### src/rtl/ibex_branch_predict_bht.sv
// Dynamic branch predictor for the IF stage: decodes jumps/branches, computes the target and
// predicts conditional branches from a table of saturating counters trained at resolution.
module ibex_branch_predict_bht #(
    parameter int unsigned BhtEntries     = 64,
    parameter int unsigned CntWidth       = 2,
    parameter bit          StaticFallback = 1'b1
) (
    input  logic        clk_i,
    input  logic        rst_ni,
    input  logic [31:0] fetch_rdata_i,
    input  logic [31:0] fetch_pc_i,
    input  logic        fetch_valid_i,
    output logic        predict_branch_taken_o,
    output logic [31:0] predict_branch_pc_o,
    input  logic        update_valid_i,
    input  logic [31:0] update_pc_i,
    input  logic        update_taken_i,
    input  logic        flush_i
);

    localparam int unsigned IdxW = $clog2(BhtEntries);

    localparam logic [CntWidth-1:0] CntMax  = '1;
    localparam logic [CntWidth-1:0] CntMid  = {1'b1, {(CntWidth-1){1'b0}}};
    localparam logic [CntWidth-1:0] CntInit = {1'b0, {(CntWidth-1){1'b1}}};

    logic [BhtEntries-1:0] valid_q;
    logic [CntWidth-1:0]   cnt_q [BhtEntries];

    logic [IdxW-1:0]     fetch_idx;
    logic [IdxW-1:0]     upd_idx;
    logic [CntWidth-1:0] cnt_upd;

    logic        instr_j, instr_b, instr_cj, instr_cb;
    logic [31:0] imm_j, imm_b, imm_cj, imm_cb, imm;
    logic        cond_taken;
    logic        unused_upd_pc;

    assign fetch_idx = fetch_pc_i[IdxW:1];
    assign upd_idx   = update_pc_i[IdxW:1];

    assign unused_upd_pc = ^{update_pc_i[31:IdxW+1], update_pc_i[0]};

    assign instr_j  = fetch_rdata_i[6:0] == 7'h6f;
    assign instr_b  = fetch_rdata_i[6:0] == 7'h63;
    assign instr_cj = (fetch_rdata_i[1:0] == 2'b01) &
                      ((fetch_rdata_i[15:13] == 3'b001) | (fetch_rdata_i[15:13] == 3'b101));
    assign instr_cb = (fetch_rdata_i[1:0] == 2'b01) &
                      ((fetch_rdata_i[15:13] == 3'b110) | (fetch_rdata_i[15:13] == 3'b111));

    assign imm_j  = {{12{fetch_rdata_i[31]}}, fetch_rdata_i[19:12], fetch_rdata_i[20],
                     fetch_rdata_i[30:21], 1'b0};
    assign imm_b  = {{20{fetch_rdata_i[31]}}, fetch_rdata_i[7], fetch_rdata_i[30:25],
                     fetch_rdata_i[11:8], 1'b0};
    assign imm_cj = {{21{fetch_rdata_i[12]}}, fetch_rdata_i[8], fetch_rdata_i[10:9],
                     fetch_rdata_i[6], fetch_rdata_i[7], fetch_rdata_i[2], fetch_rdata_i[11],
                     fetch_rdata_i[5:3], 1'b0};
    assign imm_cb = {{24{fetch_rdata_i[12]}}, fetch_rdata_i[6:5], fetch_rdata_i[2],
                     fetch_rdata_i[11:10], fetch_rdata_i[4:3], 1'b0};

    always_comb begin
        imm = imm_b;
        if (instr_j) begin
            imm = imm_j;
        end else if (instr_b) begin
            imm = imm_b;
        end else if (instr_cj) begin
            imm = imm_cj;
        end else if (instr_cb) begin
            imm = imm_cb;
        end
    end

    // Untrained entries fall back to the static rule: backward taken, forward not-taken.
    always_comb begin
        cond_taken = 1'b0;
        if (instr_b | instr_cb) begin
            if (valid_q[fetch_idx]) begin
                cond_taken = cnt_q[fetch_idx][CntWidth-1];
            end else if (StaticFallback) begin
                cond_taken = imm[31];
            end
        end
    end

    assign predict_branch_taken_o = fetch_valid_i & (instr_j | instr_cj | cond_taken);
    assign predict_branch_pc_o    = fetch_pc_i + imm;

    always_comb begin
        cnt_upd = update_taken_i ? CntMid : CntInit;
        if (valid_q[upd_idx]) begin
            if (update_taken_i) begin
                cnt_upd = (cnt_q[upd_idx] == CntMax) ? CntMax : cnt_q[upd_idx] + 1'b1;
            end else begin
                cnt_upd = (cnt_q[upd_idx] == '0) ? '0 : cnt_q[upd_idx] - 1'b1;
            end
        end
    end

    // Flush only clears valid bits and takes priority over a coincident update.
    always_ff @(posedge clk_i or negedge rst_ni) begin
        if (!rst_ni) begin
            valid_q <= '0;
            for (int i = 0; i < BhtEntries; i++) begin
                cnt_q[i] <= CntInit;
            end
        end else if (flush_i) begin
            valid_q <= '0;
        end else if (update_valid_i) begin
            valid_q[upd_idx] <= 1'b1;
            cnt_q[upd_idx]   <= cnt_upd;
        end
    end

endmodule

### config.mk
export PLATFORM = sky130hd
export DESIGN_NAME = ibex_branch_predict_bht
export DESIGN_NICKNAME = d
export VERILOG_FILES = /design/src/rtl/ibex_branch_predict_bht.sv
export SDC_FILE = /design/constraint.sdc
export NUM_CORES = 1
export LEC_CHECK = 0
export CAP_MARGIN = 5
export CORE_MARGIN = 3
export CORE_UTILIZATION = 52
export DETAILED_ROUTE_END_ITERATION = 10
export HOLD_SLACK_MARGIN = 0.08
export PLACE_DENSITY = 0.78
export SYNTH_ARGS = -nofsm -noshare
export SYNTH_HDL_FRONTEND = slang
export SYNTH_SLANG_ARGS = --single-unit
export TNS_END_PERCENT = 5
### constraint.sdc
create_clock -name clk_i -period 4.9 [get_ports clk_i]
set_input_delay 0.49 -clock clk_i [delete_from_list [all_inputs] [get_ports clk_i]]
set_output_delay 0.49 -clock clk_i [all_outputs]
set_load 0.005 [all_outputs]
### Word-level counts from Yosys, hierarchy flattened

Cells that the tools add are included.

* add/subtract/negate cells: 3
* multipliers: 0
* div/mod/pow operators: 0
* order comparisons: 6
* equality and inequality tests: 8
* shifts and indexed selects: 0
* muxes and demuxes: 28
* bitwise logic cells: 12
* reductions and logical operators: 5

Operators with widths (count)
* bitwise mux 128 bit: 1
* two-way mux 32 bit: 4
* two-way mux 64 bit: 2
* OR 64 bit: 1
* adder 32 bit: 1
* binary-select mux 2 bit (select 6 bit): 2
* two-way mux 2 bit: 10
* equality test 7 bit (second input constant): 2
* greater-or-equal comparator 7 bit (second input constant): 2
* < comparator 6 x 7 -> 1 bit (second input constant): 2
* NOT 6 -> 7 bit: 2
* binary-select mux 1 bit (select 6 bit): 2
* demux 2 bit (select 6 bit): 1
* equality test 3 bit (second input constant): 3
* < comparator 7 x 1 -> 1 bit (second input constant): 1
* demux 1 bit (select 6 bit): 1
* greater-or-equal comparator 6 x 1 -> 1 bit (second input constant): 1
* two-way mux 1 bit: 5
* OR 1 bit: 5
* AND 1 bit: 3
* equality test 3 x 1 -> 1 bit (second input constant): 1
* adder 2 x 1 -> 2 bit (second input constant): 1
* equality test 2 x 1 -> 1 bit (second input constant): 1
* equality test 2 bit (second input constant): 1
* 6 further kinds: 7

* bits in registers: 192
* latch bits: 0
* RAM bits: 0
* bits in read-only memories: 0
* input port bits: 102
* output and inout port bits: 33
* logic and storage cells: 127
* memories kept: 0

### Longest topological paths before layout

Gate-level depths: netlist (run 1).

* depth in word-level cells: 11
* gate-level depth with buffers: 18

### Worst setup path before layout (run 1)

No wires, ideal clock.

* path type: input to output
* start: input port fetch_rdata_i[0]
* end: output port predict_branch_pc_o[30]
* arrival time: 4236 ps
* slack: 174 ps
* stages: 18
* path buffers: 2
* cell sequence: nor2b_1 nand3b_1 nand2_2 mux2_2 nand2b_1 clkbuf_1 o21a_1 ha_1 buf_2 nand3_2 or2_1 nor4_2 or4b_1 nand2_1 o221ai_2 o2111ai_2 a311o_1 xor2_1

* cells in the longest elaborated chain, start to end: 7
* elaborated cells between the ends (all ways): 10

Ends and longest elaborated chain
* start, declared: RTL line 10 `input logic [31:0] fetch_rdata_i,`
* equality test 2 x 1 -> 1 bit: RTL line 46, 48
* AND 1 bit: RTL line 48 `assign instr_cb = (fetch_rdata_i[1:0] == 2'b01) &`
* two-way mux 32 bit: RTL line 69 `end else if (instr_cb) begin`
* two-way mux 32 bit: RTL line 67 `end else if (instr_cj) begin`
* two-way mux 32 bit: RTL line 65 `end else if (instr_b) begin`
* two-way mux 32 bit (*): RTL line 63 `if (instr_j) begin`
* adder 32 bit (*): RTL line 87 `assign predict_branch_pc_o = fetch_pc_i + imm;`
* end, declared: RTL line 14 `output logic [31:0] predict_branch_pc_o,`

Every way passes the cells marked *; elsewhere a longest branch is shown, timed or not.

### Final worst setup path (run 1)

* start: input port fetch_rdata_i[0]
* end: output port predict_branch_pc_o[24]

The elaborated chain is that of the path after synthesis.

==> results_tabular.tex, run 1 <==
\begin{tabular}{lr}
\hline
Metric & Value \\
\hline
\multicolumn{2}{l}{\textbf{Clocking}} \\
Sink count of the clock tree & 192 \\
Root buffer cell & clkbuf\_16 \\
Post-cts hold buffer count & 0 \\
Clock transition at path regs & 0.07 ns \\
CTS H-tree lvls & 4 \\
Clk Latency, worst-skew pair & 0.44 ns \\
Clock buffer count from CTS & 17 \\
Clock tree from TritonCTS & yes \\
Maximum clock insertion buffer count & 2 \\
\multicolumn{2}{l}{\textbf{Synthesis}} \\
Number of distinct library cell variants in the gate-level netlist after synthesis & 76 \\
Number of enable-type register cells in the synthesized netlist & 0 \\
Synthesized cell area & between 10000 and 15000 sq um \\
Area contributors post-synth & dfrtp\_1 (27\%), dfstp\_2 (14\%), mux4\_2 (11\%) \\
Yosys synthesis warning count & 0 \\
Synthesis-stage register bit count & 192 \\
Sequential fraction of the synthesis area & 40.9\% \\
Library cell occupying the most area in the post-synthesis netlist & dfrtp\_1 \\
Instance count of the mapped netlist & 1271 \\
Share of the synthesized area in the top cell type & 26.8\% \\
Post-Syn Area per Cell & between 9 and 10 sq um \\
Primary flip-flop cell chosen by synthesis mapping & dfrtp\_1 \\
Net Count, Synth & 1404 \\
Async S/R FF share, synth & 100\% \\
\multicolumn{2}{l}{\textbf{Layout}} \\
Final \#Nets & 1553 \\
Commonest cells after routing, fill and taps aside & nand2\_1 (233), o21ai\_1 (143), dfrtp\_1 (128), inv\_1 (90), buf\_4 (88) \\
Most common library cell in the layout ignoring fill and taps & nand2\_1 \\
Finished layout cell area & 14500 sq um \\
Fillers & roughly 1700 \\
Storage element area & 4880 sq um \\
Count of placed standard cells in the final layout, fillers left out & 1713 \\
Multi-input logic area & between 6000 and 7000 sq um \\
Number of diodes added for antenna fixing & 0 \\
Proportion of layout cells with a drive suffix above 1 & between 20\% and 30\% \\
Area growth from synthesis to layout & 21.4\% \\
\multicolumn{2}{l}{\textbf{Outcome}} \\
Run status & complete, but fails checks \\
Failing checks & negative setup slack \\
\multicolumn{2}{l}{\textbf{Floorplanning}} \\
Number of top-level pins & 135 \\
Std-Cell Rows & 54 \\
Die boundary height & 158 um \\
Starting utilization of the core area & 53.8\% \\
Core area & 22200 sq um \\
Die outline width & 158 um \\
Area enclosed by the die boundary & around 25000 sq um \\
\multicolumn{2}{l}{\textbf{Setup path}} \\
WP buf/inv & 3 \\
Slowest CP cell & clkdlybuf4s50\_1 \\
Launching element of the worst setup path & fetch\_rdata\_i[0] \\
Crit-path max cell delay & 0.54 ns \\
Worst Path Required & 4.41 ns \\
RR Startpoint & cnt\_q[107] \\
Top cell family by delay on the critical path & simple AND/OR/NAND/NOR gates \\
Setup crit end kind & output pin \\
Arrival time at the worst endpoint & roughly 4.5 ns \\
Startpoint class of the critical path & input pin \\
Maximum fanout along the worst path & 6 \\
Cells along the critical path & clkdlybuf4s50\_1, nor2b\_4, nand3b\_1, nand2\_2, mux2\_2, nand2b\_4, buf\_4, o21a\_1, ha\_4, nand2\_1, nor4\_4, or4b\_4, nand2\_1, o221ai\_2, o21bai\_2, xor2\_1, clkdlybuf4s50\_1 \\
CP Class & in -> out \\
Setup slack, reg-to-reg & 2.09 ns \\
\multicolumn{2}{l}{\textbf{Placement}} \\
Instance area at placement & 13700 sq um \\
Port Buffer Count & 106 \\
Final HPWL DP & 25400 um \\
Placed cell count & 1679 \\
Weighted congestion at the end of routability-driven global placement & between 0.9 and 1 \\
\multicolumn{2}{l}{\textbf{Detailed routing}} \\
DR vias & 10901 \\
Detailed Route WL & 36500 um \\
WL per Instance & 21.3 um \\
First-pass iteration count of the detailed router & 6 \\
Number of remaining DRC errors & 0 \\
Number of antenna-violating nets in the routed design & 0 \\
Drt first-iter violations & 1119 \\
Vias per cell & 6.36 \\
\multicolumn{2}{l}{\textbf{Global route}} \\
Number of antenna violations at the first check in global routing & 0 \\
Congestion Overflow GR & 0 \\
Largest net degree at the start of global routing & 130 \\
Number of global-route vias before repair & 10674 \\
First-pass GRT wire length & 57200 um \\
Total global routing track utilization & 29.6\% \\
\multicolumn{2}{l}{\textbf{STA}} \\
Least-Margin Pin Slew & 1.23 ns \\
Summed negative setup slack over all endpoints & -0.0886 ns \\
Number of max-slew violations in the final report & 0 \\
Headroom to the max-slew limit & 17.8\% \\
Clock period minus worst slack & 4.95 ns \\
Final setup viols & 2 \\
Final-report hold violation count & 0 \\
Part of the cycle the worst path needs & 101\% \\
Setup slack of the critical path after layout & -0.0457 ns \\
Unrepaired setup endpoints after global routing & yes \\
Setup Skew & 0.0111 ns \\
Maximum achievable frequency & a little over 0.2 GHz \\
\multicolumn{2}{l}{\textbf{Hold path}} \\
Min-delay worst type & in -> async \\
\multicolumn{2}{l}{\textbf{Power and ir drop}} \\
Worst-case vdd ir drop & 0.245 mV \\
Static leakage & 5.99 nW \\
Power Total & 4.27 mW \\
Power per cell area & 295 nW/um\^{}2 \\
\multicolumn{2}{l}{\textbf{Run}} \\
Max-capacitance violation count & 0 \\
\hline
\end{tabular}
## layout make-up
cell class	instances	share of cell area (%)
Clock buffer	19	3.12
Clock inverter	13	0.992
Inverter	92	2.38
Multi-Input combinational cell	917	45.0
Sequential cell	192	33.7
Tap cell	280	2.42
Timing Repair Buffer	200	12.4
## Yosys cell counts (6+ instances only)
library cell,count
nor3_1,10
mux2_2,6
inv_1,90
dfstp_2,64
nor2b_1,10
a211oi_1,7
o21a_1,12
buf_2,17
nand2_1,233
clkbuf_1,26
a31oi_1,10
o21ai_0,88
a21o_1,12
mux2i_1,40
o31ai_1,8
ha_1,30
o21ai_1,142
nor2_1,42
a22oi_1,6
xor2_1,6
buf_4,9
nand2b_1,10
mux4_2,57
nand3_1,28
buf_6,14
xnor2_1,17
a221oi_1,8
o22ai_1,13
a21oi_1,39
dfrtp_1,128
## final timing paths
path	to	cells past startpoint
worst min register to register	cnt_q[28]	2
min in group clk_i	cnt_q[28]	2
worst max register to register	cnt_q[110]	10
worst max-delay path	predict_branch_pc_o[24]	17
max in group asynchronous	cnt_q[92]	2
worst min-delay path	cnt_q[11]	1
## metal layers
layer | vias to the layer above | wire length (um) | GRT usage (%)
li1 | 4863 | - | -
met4 | 0 | 1390 | 11.2
met2 | 657 | 16900 | 46.8
met3 | 119 | 3790 | 7.19
met1 | 5262 | 14400 | 39.9
met5 | - | 0 | 0
## sequential cells by signal (all words and copies together) (netlist names)
register / flops
valid_q: 64
cnt_q: 128
## cell families (layout without fill, tap and decap cells)
group                      after synthesis  count (layout)  share of synthesized area [%]
AOI/OAI and AO/OA                      387             387                           19.3
and+or+nand+nor                        372             372                           13.7
DFF                                    192             192                           40.9
buffers and inverters                  162             324                           6.43
muxes                                  104             104                           14.8
adders and majority gates               31              31                           3.31
xor gates and xnor gates                23              23                           1.69
## metrics by stage
step / hold slack (ns) / utilization (%) / setup slack (ns)
6_report: 0.193 / 65.2 / -0.0457
5_1_grt: 0.295 / 65.2 / -0.226
4_1_cts: 0.262 / 64.3 / -0.241
3_5_place_dp: 0.455 / 61.5 / -0.500
3_3_place_gp: 0.450 / 61.5 / -0.405
2_1_floorplan: 0.194 / - / 0.174
## power breakdown
part / switching [mW] / internal (mW)
registers: 0.0606 / 1.72
clock network: 0.669 / 0.748
logic: 0.563 / 0.515
total: 1.29 / 2.98
## timing repair
action                                  in CTS  in global routing
pin swaps                                    3                 14
endpoints found under the setup margin      19                 20
gates cloned                                 0                  0
hold endpoints to repair                     0                  0
buffers inserted                             0                  2
resized for setup                           16                 53
Power figures use the tool's default switching activity.
==> inputs of run 2 (changes only) <==
PLACE_DENSITY = default   (was 0.78)
PLACE_DENSITY_LB_ADDON = 0.12   (was default)
==> run 2 against run 1 <==
- the flow still finishes with violations (negative setup slack)
- total power fell by 0.23%
- critical endpoint is now predict_branch_pc_o[30]
- count of clock-buffer cells in the layout fell by 1
- maximum frequency fell by 1.0%
- global-route usage fell by 0.64 points
==> results_tabular.tex, run 2 (synthesis results as in run 1) <==
\begin{tabular}{lr}
\hline
Metric & Value \\
\hline
\multicolumn{2}{l}{\textbf{Global route}} \\
Largest net degree at the start of global routing & 120 \\
Number of antenna violations at the first check in global routing & 0 \\
Congestion Overflow GR & 0 \\
Number of global-route vias before repair & 10053 \\
First-pass GRT wire length & roughly 56000 um \\
Total global routing track utilization & 28.9\% \\
\multicolumn{2}{l}{\textbf{Layout}} \\
Flip-flop count of the largest register after layout & around 130 \\
Finished layout cell area & between 10000 and 15000 sq um \\
Commonest cells after routing, fill and taps aside & nand2\_1 (232), o21ai\_1 (141), dfrtp\_1 (128), inv\_1 (90), buf\_4 (90) \\
Final \#Nets & 1551 \\
Count of placed standard cells in the final layout, fillers left out & 1711 \\
Most common library cell in the layout ignoring fill and taps & nand2\_1 \\
Proportion of layout cells with a drive suffix above 1 & around a fifth \\
Regs by FF count & cnt\_q x128, valid\_q x64 \\
Number of diodes added for antenna fixing & 0 \\
Area growth from synthesis to layout & 20.5\% \\
Final design utilization & about two thirds \\
Register name with the most flops & cnt\_q \\
\multicolumn{2}{l}{\textbf{STA}} \\
Setup slack of the critical path after layout & -0.0979 ns \\
Worst hold margin & 0.165 ns \\
Number of max-slew violations in the final report & 0 \\
Part of the cycle the worst path needs & 102\% \\
Maximum achievable frequency & 0.200 GHz \\
Unrepaired setup endpoints after global routing & yes \\
Least-Margin Pin Slew & around 1.1 ns \\
Final setup viols & 6 \\
Setup Skew & 0.0130 ns \\
Headroom to the max-slew limit & 27.2\% \\
Clock period minus worst slack & 5.00 ns \\
Final-report hold violation count & 0 \\
Summed negative setup slack over all endpoints & -0.276 ns \\
\multicolumn{2}{l}{\textbf{Setup path}} \\
Critical register-to-register path endpoint & cnt\_q[27] \\
CP endpoint & predict\_branch\_pc\_o[30] \\
Setup crit end kind & output pin \\
Worst reg2reg path depth & 9 \\
Arrival time at the worst endpoint & 4.51 ns \\
Crit-path max cell delay & 0.49 ns \\
CP Class & in -> out \\
Cells along the critical path & clkdlybuf4s50\_1, nor2b\_4, nand3b\_1, nand2\_2, mux2\_2, nand2b\_4, o21a\_1, ha\_4, nand3\_2, or2\_4, nor4\_4, or4b\_4, nand2\_1, o221ai\_2, o2111ai\_2, a311o\_1, xor2\_1, dlygate4sd2\_1 \\
RR Startpoint & cnt\_q[32] \\
Maximum fanout along the worst path & 6 \\
Worst Path Required & around 4.4 ns \\
Startpoint class of the critical path & input pin \\
Launching element of the worst setup path & fetch\_rdata\_i[0] \\
WP buf/inv & 2 \\
Setup slack, reg-to-reg & about 2 ns \\
Slowest CP cell & clkdlybuf4s50\_1 \\
Top cell family by delay on the critical path & simple AND/OR/NAND/NOR gates \\
Stages on worst setup path & 18 \\
\multicolumn{2}{l}{\textbf{Floorplanning}} \\
Die boundary height & 158 um \\
Area enclosed by the die boundary & 24800 sq um \\
Core area & 22200 sq um \\
Die outline width & 158 um \\
Std-Cell Rows & 54 \\
Starting utilization of the core area & 53.8\% \\
Number of top-level pins & 135 \\
\multicolumn{2}{l}{\textbf{Power and ir drop}} \\
Power Total & 4.26 mW \\
Power spent charging and discharging nets & around 1.3 mW \\
Part of the power in registers & 41.6\% \\
Worst-case vdd ir drop & $\sim$0.26 mV \\
Combinational cell fraction of total power & 24.3\% \\
Net Sw Frac & 30.6\% \\
Int Power & 2.96 mW \\
Static leakage & 5.93 nW \\
Fraction of power consumed by the clock network & 34.0\% \\
Power per cell area & 296 nW/um\^{}2 \\
\multicolumn{2}{l}{\textbf{Clocking}} \\
Maximum clock insertion buffer count & 2 \\
Clock transition at path regs & 0.08 ns \\
Sink count of the clock tree & 192 \\
Clock tree from TritonCTS & yes \\
Clk Latency, worst-skew pair & 0.44 ns \\
Root buffer cell & clkbuf\_16 \\
Clock buffer count from CTS & 17 \\
CTS H-tree lvls & 4 \\
\multicolumn{2}{l}{\textbf{Hold path}} \\
Min-delay worst type & in -> async \\
\multicolumn{2}{l}{\textbf{Detailed routing}} \\
Detailed Route WL & 34900 um \\
First-pass iteration count of the detailed router & 6 \\
WL per Instance & 20.4 um \\
Drt first-iter violations & 1108 \\
DR vias & slightly above 10000 \\
Number of antenna-violating nets in the routed design & 0 \\
Number of remaining DRC errors & 0 \\
Vias per cell & 6.05 \\
\multicolumn{2}{l}{\textbf{Placement}} \\
Instance area at placement & $\sim$14000 sq um \\
DP Worst Slack & -0.505 ns \\
Weighted congestion at the end of routability-driven global placement & between 0.9 and 1 \\
Port Buffer Count & 106 \\
Placed cell count & approximately 1700 \\
Final HPWL DP & 25000 um \\
\multicolumn{2}{l}{\textbf{Run}} \\
Max-capacitance violation count & 0 \\
\multicolumn{2}{l}{\textbf{Outcome}} \\
Failing checks & negative setup slack \\
Run status & complete, but fails checks \\
\hline
\end{tabular}
run 2: cell types whose count changed in the layout (fill, tap and decap cells not counted), sizes merged, moves of 2 or more:
cell,before,now
clkdlybuf4s50,84,87
dlygate4sd2,0,6
buf,102,98
dlymetal6s2s,11,5
inv,98,101
clkbuf,22,20
run 2: worst min-delay path by stage:
stage | startpoint | slack (ns) | end
floorplan | rst_ni | 0.19 | cnt_q[101]
global placement | cnt_q[120] | 0.45 | cnt_q[120]
detailed placement | cnt_q[78] | 0.46 | cnt_q[78]
CTS | rst_ni | 0.21 | cnt_q[109]
global route | rst_ni | 0.23 | cnt_q[109]
finish | rst_ni | 0.17 | cnt_q[109]
run 2: power by group through the flow:
stage / Combinational, mW / Clock (mW) / Sequential (mW)
after CTS: 1.03 / 1.46 / 1.77
after floorplan: 0.588 / 0 / 1.78
after detailed placement: 1.02 / 0 / 1.80
after global routing: 1.13 / 1.52 / 1.79
final: 1.04 / 1.45 / 1.78
after global placement: 1.01 / 0 / 1.80
run 2: final cells by class:
cell class | count | area (sq um)
clock inverters | 14 | 185
inverters | 92 | 345
well taps | 280 | 350
flip-flops and latches | 192 | 4880
clock buffers | 18 | 429
repair buffers | 198 | 1760
fillers | 1844 | 7830
multi-input cells | 917 | 6450
run 2: layer usage:
layer / vias to the layer above / global-route usage (%) / share of wire (%)
met1: 5043 / 41.0 / 43
li1: 4866 / - / -
met5: - / 0 / 0
met2: 391 / 46.3 / 47
met3: 58 / 5.96 / 7.8
met4: 0 / 6.90 / 2.3
run 2: repair_timing:
item	CTS	global route
gates cloned	0	0
hold buffers	0	0
gates resized for setup	27	20
setup endpoints to repair	17	18
pin swaps	7	5
buffers inserted	0	2
==> inputs of run 3 (changes only) <==
SETUP_SLACK_MARGIN = 0.5   (was default)
==> run 3 against run 2 <==
- the run now ends clean
- sequential share of layout area is 0.19 points lower
- combinational power hardly changed
- hold slack worse by 0.012 ns
- critical endpoint is now predict_branch_pc_o[29]
- count of clock-buffer cells in the layout stayed put
- first-iteration DRC count is 4.7% lower
- maximum frequency is 8.9% higher
- worst setup slack better by 0.41 ns
- critical path type unchanged
- clock skew is 0.0053 ns higher
==> results_tabular.tex, run 3 (synthesis results as in run 1) <==
\begin{tabular}{lr}
\hline
Metric & Value \\
\hline
\multicolumn{2}{l}{\textbf{Outcome}} \\
Run status & completed \\
\multicolumn{2}{l}{\textbf{Setup path}} \\
Arrival time at the worst endpoint & 4.10 ns \\
Critical register-to-register path endpoint & cnt\_q[77] \\
CP Class & in -> out \\
CP endpoint & predict\_branch\_pc\_o[29] \\
Setup slack, reg-to-reg & about 2.1 ns \\
RR Startpoint & valid\_q[43] \\
Worst reg2reg path depth & 9 \\
Startpoint class of the critical path & input pin \\
Setup crit end kind & output pin \\
Launching element of the worst setup path & fetch\_rdata\_i[15] \\
Maximum fanout along the worst path & 6 \\
Worst Path Required & 4.41 ns \\
\multicolumn{2}{l}{\textbf{Hold path}} \\
Min-delay worst type & in -> async \\
\multicolumn{2}{l}{\textbf{STA}} \\
Setup Skew & 0.0183 ns \\
Setup slack of the critical path after layout & 0.309 ns \\
Final-report hold violation count & 0 \\
Unrepaired setup endpoints after global routing & yes \\
Maximum achievable frequency & 0.218 GHz \\
Worst hold margin & $\sim$0.15 ns \\
Clock period minus worst slack & 4.59 ns \\
Summed negative setup slack over all endpoints & 0 ns \\
Headroom to the max-slew limit & 20.9\% \\
Least-Margin Pin Slew & 1.18 ns \\
Number of max-slew violations in the final report & 0 \\
Part of the cycle the worst path needs & a little over nine tenths \\
Final setup viols & 0 \\
\multicolumn{2}{l}{\textbf{Placement}} \\
Instance area at placement & 13600 sq um \\
Final HPWL DP & 24800 um \\
Placed cell count & 1665 \\
Weighted congestion at the end of routability-driven global placement & 0.923 \\
Port Buffer Count & 106 \\
DP Worst Slack & -0.310 ns \\
\multicolumn{2}{l}{\textbf{Run}} \\
Max-capacitance violation count & 0 \\
\multicolumn{2}{l}{\textbf{Power and ir drop}} \\
Power Total & around 4.2 mW \\
Worst-case vdd ir drop & around 0.25 mV \\
Power spent charging and discharging nets & 1.31 mW \\
Power per cell area & 292 nW/um\^{}2 \\
Net Sw Frac & 30.9\% \\
Fraction of power consumed by the clock network & 33.2\% \\
Part of the power in registers & 42.0\% \\
Static leakage & between 5 and 6 nW \\
Combinational cell fraction of total power & 24.8\% \\
Int Power & just under 3 mW \\
\multicolumn{2}{l}{\textbf{Detailed routing}} \\
Number of antenna-violating nets in the routed design & 0 \\
WL per Instance & 20.5 um \\
Drt first-iter violations & approximately 1100 \\
Vias per cell & approximately 6.0 \\
Detailed Route WL & 35000 um \\
DR vias & approximately 10000 \\
First-pass iteration count of the detailed router & 5 \\
Number of remaining DRC errors & 0 \\
\multicolumn{2}{l}{\textbf{Clocking}} \\
Clock transition at path regs & 0.08 ns \\
Clock tree from TritonCTS & yes \\
CTS H-tree lvls & 4 \\
Post-cts hold buffer count & 0 \\
Clk Latency, worst-skew pair & 0.45 ns \\
Maximum clock insertion buffer count & 2 \\
Root buffer cell & clkbuf\_16 \\
Sink count of the clock tree & 192 \\
Clock buffer count from CTS & 17 \\
\multicolumn{2}{l}{\textbf{Layout}} \\
Flip-flop count of the largest register after layout & 128 \\
Proportion of layout cells with a drive suffix above 1 & 22.0\% \\
Count of placed standard cells in the final layout, fillers left out & 1706 \\
Commonest cells after routing, fill and taps aside & nand2\_1 (232), o21ai\_1 (143), dfrtp\_1 (128), inv\_1 (90) \\
Final design utilization & 65.1\% \\
Final \#Nets & 1546 \\
Most common library cell in the layout ignoring fill and taps & nand2\_1 \\
Finished layout cell area & 14500 sq um \\
Number of diodes added for antenna fixing & 0 \\
Register name with the most flops & cnt\_q \\
Area growth from synthesis to layout & 21.1\% \\
Regs by FF count & cnt\_q x128, valid\_q x64 \\
\multicolumn{2}{l}{\textbf{Floorplanning}} \\
Std-Cell Rows & 54 \\
Die outline width & 158 um \\
Starting utilization of the core area & 53.8\% \\
Number of top-level pins & 135 \\
Core area & 22200 sq um \\
Area enclosed by the die boundary & 24800 sq um \\
Die boundary height & 158 um \\
\multicolumn{2}{l}{\textbf{Global route}} \\
Congestion Overflow GR & 0 \\
Number of antenna violations at the first check in global routing & 0 \\
Number of global-route vias before repair & 10353 \\
Largest net degree at the start of global routing & 119 \\
First-pass GRT wire length & 56900 um \\
Total global routing track utilization & 29.3\% \\
\hline
\end{tabular}
-- run 3: changes by cell type in the layout (fill, tap and decap cells not counted), sizes merged, moves of 2 or more --
| cell | change |
|---|---|
| clkdlybuf4s50 | -9 |
| dlygate4sd2 | +5 |
| buf | -2 |
| clkinv | +2 |
-- run 3: power by group through the flow --
stage | sequential (mW) | combinational [mW] | clock [mW]
6_report | 1.78 | 1.05 | 1.40
5_1_grt | 1.79 | 1.15 | 1.47
4_1_cts | 1.77 | 1.04 | 1.42
3_5_place_dp | 1.80 | 1.02 | 0
3_3_place_gp | 1.80 | 1.00 | 0
2_1_floorplan | 1.78 | 0.596 | 0
-- run 3: layer usage --
layer	vias up	track usage (%)	routed length [um]
li1	4853	-	-
met1	5017	41.5	15000
met2	379	46.8	16600
met3	61	5.11	2550
met4	0	8.88	869
met5	-	0	0
-- run 3: cell type report --
| type | count | area (sq um) |
|---|---|---|
| clock buffers | 18 | 439 |
| inverters | 92 | 345 |
| fillers | 1825 | 7750 |
| clock inverters | 14 | 164 |
| multi-input cells | 917 | 6600 |
| flip-flops and latches | 192 | 4880 |
| repair buffers | 193 | 1690 |
| well taps | 280 | 350 |
-- run 3: critical path: stages --
cell and delay (ns):
clkdlybuf4s50_1 0.50, nand3_2 0.11, nand2_4 0.11, mux2_4 0.31, nand2b_4 0.17, buf_4 0.15, o21a_1 0.12, ha_4 0.29
buf_4 0.12, a211oi_2 0.07, a221oi_2 0.29, o2111a_1 0.30, o31ai_4 0.09, buf_4 0.14, a21oi_4 0.20, mux2i_1 0.20
o2111ai_1 0.13, dlygate4sd2_1 0.29
-- run 3: timing repair --
action	CTS	global route
setup endpoints to repair	24	25
pin swaps	24	15
resized for setup	63	20
setup buffers	6	3
-- run 3: worst min path at each step --
stage	start	to	cells after the start
after floorplan	rst_ni	cnt_q[101]	0
after detailed placement	cnt_q[58]	cnt_q[58]	2
final	rst_ni	valid_q[27]	1
after global routing	rst_ni	valid_q[27]	1
after global placement	cnt_q[58]	cnt_q[58]	2
after CTS	rst_ni	valid_q[27]	1
